`config.mk`:
```
export PLATFORM = sky130hd
export DESIGN_NAME = exe_mem_reg
export DESIGN_NICKNAME = d
export VERILOG_FILES = /design/src/rtl/exe_mem_reg.sv
export SDC_FILE = /design/constraint.sdc
export NUM_CORES = 1
export LEC_CHECK = 0
export CORE_MARGIN = 3
export CORE_UTILIZATION = 32
export CTS_BUF_LIST = sky130_fd_sc_hd__clkbuf_16
export CTS_CLUSTER_DIAMETER = 200
export DETAILED_ROUTE_END_ITERATION = 6
export PLACE_DENSITY_LB_ADDON = 0.08
export SLEW_MARGIN = 30
export SYNTH_ARGS = -nofsm -noshare
export SYNTH_HDL_FRONTEND = slang
export SYNTH_SLANG_ARGS = --single-unit
```
`constraint.sdc`:
```
create_clock -name clk -period 4.75 [get_ports clk]
set_input_delay 0.7125 -clock clk [delete_from_list [all_inputs] [get_ports clk]]
set_output_delay 0.7125 -clock clk [all_outputs]
set_load 0.02 [all_outputs]
```
`src/rtl/exe_mem_reg.sv`:
```
// EXE/MEM pipeline register with NZCV status and a retired-instruction counter.
// Priority on every rising edge: rst, then freeze, then flush, then normal capture.
module exe_mem_reg #(
  parameter int CNT_W = 32
) (
  input  logic             clk,
  input  logic             rst,
  input  logic             freeze,
  input  logic             flush,
  input  logic             valid_in,
  input  logic             wb_en_in,
  input  logic             mem_r_en_in,
  input  logic             mem_w_en_in,
  input  logic             s_in,
  input  logic [31:0]      alu_res_in,
  input  logic [31:0]      val_rm_in,
  input  logic [3:0]       dest_in,
  input  logic             alu_c,
  input  logic             alu_v,
  output logic             valid_out,
  output logic             wb_en,
  output logic             mem_r_en,
  output logic             mem_w_en,
  output logic [31:0]      alu_res,
  output logic [31:0]      val_rm,
  output logic [3:0]       dest,
  output logic [3:0]       status,
  output logic [CNT_W-1:0] inst_count
);

  always_ff @(posedge clk) begin
    if (rst) begin
      valid_out  <= 1'b0;
      wb_en      <= 1'b0;
      mem_r_en   <= 1'b0;
      mem_w_en   <= 1'b0;
      alu_res    <= 32'd0;
      val_rm     <= 32'd0;
      dest       <= 4'd0;
      status     <= 4'b0000;
      inst_count <= '0;
    end else if (!freeze) begin
      if (flush) begin
        // Bubble: kill the controls only; data and architectural state stay put.
        valid_out <= 1'b0;
        wb_en     <= 1'b0;
        mem_r_en  <= 1'b0;
        mem_w_en  <= 1'b0;
      end else begin
        valid_out <= valid_in;
        wb_en     <= wb_en_in & valid_in;
        mem_r_en  <= mem_r_en_in & valid_in;
        mem_w_en  <= mem_w_en_in & valid_in;
        alu_res   <= alu_res_in;
        val_rm    <= val_rm_in;
        dest      <= dest_in;
        if (valid_in) begin
          inst_count <= inst_count + CNT_W'(1);
          if (s_in) begin
            status <= {alu_res_in[31], (alu_res_in == 32'd0), alu_c, alu_v};
          end
        end
      end
    end
  end

endmodule

```
==> out/results.tsv <==
metric	value	unit
status	finished, final reports clean	
relative slew slack	45.4	%
Synth area leaders	dfxtp_1 (52%), nand2_1 (14%), a21oi_1 (12%)	
largest net degree at the start of global routing	109	
Final Cycle Share	62.5	%
maxcap violations	0	
via density per instance	4.86	
Antenna Nets Post-Route	0	
Worst EP required	5.02	ns
Hold Path Class	reg2reg	
detailed placement HPWL	8900	um
post-route worst setup slack	1.78	ns
Synth async-reset ratio	0	%
Max FO, Critical Path	17	
Post-CTS Resized	0	
initial drt markers	255	
layout cells sized above 1	3.48	%
CTS buffer count	9	
main combinational cell family by area after synthesis	simple AND/OR/NAND/NOR gates	
Syn Inst Count	521	
RSZ-0062 raised after global routing	no	
CP peak stage delay	0.78	ns
final hold vios	0	
area grow syn2layout	55.0	%
First-pass DRT Iterations	6	
Clk pin slew, worst setup/hold paths	0.07	ns
Yosys top cell by area	dfxtp_1	
Synth Area in XOR/XNOR	1.68	%
Tot GR Track Use	17.1	%
number of synthesized flops with an enable pin	0	
clk sinks	108	
Fillers	1234	
drt wl/cell	14.7	um
mux cell area share after synthesis	0	%
max-slew violation count	0	
setup violators final	0	
GPL Wtd Cong	0.758	
Main synth FF type	dfxtp_1	
Slowest cell on crit path	or4_1	
Leakage	2.13	nW
Most common cell on crit path	or4_1	
setup bufs post-CTS	0	
hold buffer count at CTS	0	
row cnt	41	
Root Buffer	clkbuf_16	
Post-Synth Adder-Cell Area	0.299	%
synthesized area per cell	8.02	sq um
IO buf count	186	
critical setup path kind	in2reg	
Final Util	51.1	%
global route overflow	0	
warnings from Yosys	0	
DIE HEIGHT	120	um
Multi-input gate area	0.00186	sq mm
final WL	12600	um
Starting Density	33.0	%
clock period minus worst slack	2.97	ns
post-place setup slack	1.43	ns
TNS Setup	0	ns
crit path cell chain	clkdlybuf4s50_1 > or3b_1 > or4_1 > or4_1 > a21oi_1	
first-pass GRT wire length	19900	um
fmax	0.337	GHz
worst skew pair latency	0.34	ns
die area	0.0145	sq mm
H-Tree Depth	3	
CORE AREA	0.0127	sq mm
vias in the first global route	3894	
flops & latches, synth	108	
startpoint types	primary input	
worst-margin pin slew	0.819	ns
synthesized cell area	0.00418	sq mm
post-synth cell types	28	
worst IR drop on VDD	0.136	mV
complex-gate fraction of the synthesized area	15.9	%
crit end category	register	
Top Ports	187	
worst-case clock buffer depth	2	
Simple-Gate Fraction of Synth Area	26.4	%
sequential cell area	0.00216	sq mm
CTS tree	yes	
Final Skew	0.00602	ns
diode count	0	
Die W	120	um
antenna violations before repair	0	
via count	4185	
Worst Path Arrival	3.24	ns
top-area cell type share of the netlist area	51.8	%
PwrDens	315	mW/mm^2
drc violations	0	
syn_nets	601	
sequential element share of the synthesized area	51.8	%
final net count	764	
## metrics by stage
stage          cells  hold slack (ns)  power, W  instance area, sq um
5_1_grt          861            0.474   0.00212                  6480
3_3_place_gp     845            0.439   0.00121                  6130
3_5_place_dp     845            0.446   0.00121                  6140
2_1_floorplan    521            0.530   0.00106                  4180
6_report         861            0.453   0.00204                  6480
4_1_cts          861            0.456   0.00207                  6480
## cell usage after synthesis (all sizes together), types with 5 or more instances
cell    number
o31ai       16
nand3       14
o21ai        7
a21oi       97
buf          6
inv          5
or3          7
or4         20
clkbuf      31
nor2        12
nand2      154
dfxtp      108
nor4         8
nand4       10
## worst paths after layout
check | endpoint | slack [ns] | depth (start not counted) | startpoint
setup / recovery | inst_count[28]$_SDFFE_PP0P_ | 1.78 | 5 | freeze
hold / removal | val_rm[17]$_SDFFE_PP0P_ | 0.45 | 2 | val_rm[17]$_SDFFE_PP0P_
setup reg to reg | inst_count[31]$_SDFFE_PP0P_ | 2.48 | 4 | inst_count[3]$_SDFFE_PP0P_
hold reg to reg | val_rm[17]$_SDFFE_PP0P_ | 0.45 | 2 | val_rm[17]$_SDFFE_PP0P_
## state kept, by name, summed over array words and instances (netlist names)
name and cells:
inst_count 32, val_rm 32, dest 4, alu_res 32, mem_r_en 1, mem_w_en 1
wb_en 1, status 4, valid_out 1
## critical path: cells and delay by family
family          cells  cell delay [ns]
simple gates        3             1.82
compound gates      1             0.15
buf+inv             1             0.55
## final cells by class
cell class | count | area share [%]
Multi-Input combinational cell | 371 | 28.6
Clock buffer | 9 | 3.48
Tap cell | 172 | 3.32
Timing Repair Buffer | 189 | 29.1
Sequential cell | 108 | 33.4
Inverter | 5 | 0.290
Clock inverter | 7 | 1.78
## metal layers
metal | track usage [%] | part of all wire, %
met1 | 21.3 | 43
met2 | 26.7 | 46
met3 | 5.52 | 8.0
met4 | 8.14 | 2.8
met5 | 0 | 0
## power breakdown
| group | switching [W] | leakage (nW) | internal (W) | total, W |
|---|---|---|---|---|
| clock network | 0.000342 | 0.163 | 0.000514 | 0.000856 |
| logic | 0.000115 | 1.09 | 0.000123 | 0.000238 |
| registers | 0.0000138 | 0.879 | 0.000933 | 0.000947 |
| total | 0.000471 | 2.13 | 0.00157 | 0.00204 |
## layout by cell type, fill, tap and decap left out, drive strengths merged, types with 5 or more instances in the layout
cell type      instances
or4                   20
o31ai                 16
dfxtp                108
inv                    5
nand3                 14
or3                    7
o21ai                  7
clkdlybuf4s50        185
nand4                 10
nor4                   8
nand2                154
clkbuf                 9
nor2                  12
a21oi                 97
## cell families after synthesis
| kind of cell | count (synthesis) |
|---|---|
| DFF | 108 |
| xor gates and xnor gates | 8 |
| adders and majority gates | 1 |
| buffers and inverters | 42 |
| AOI/OAI and AO/OA | 123 |
| and+or+nand+nor | 239 |
Power figures use the tool's default switching activity.
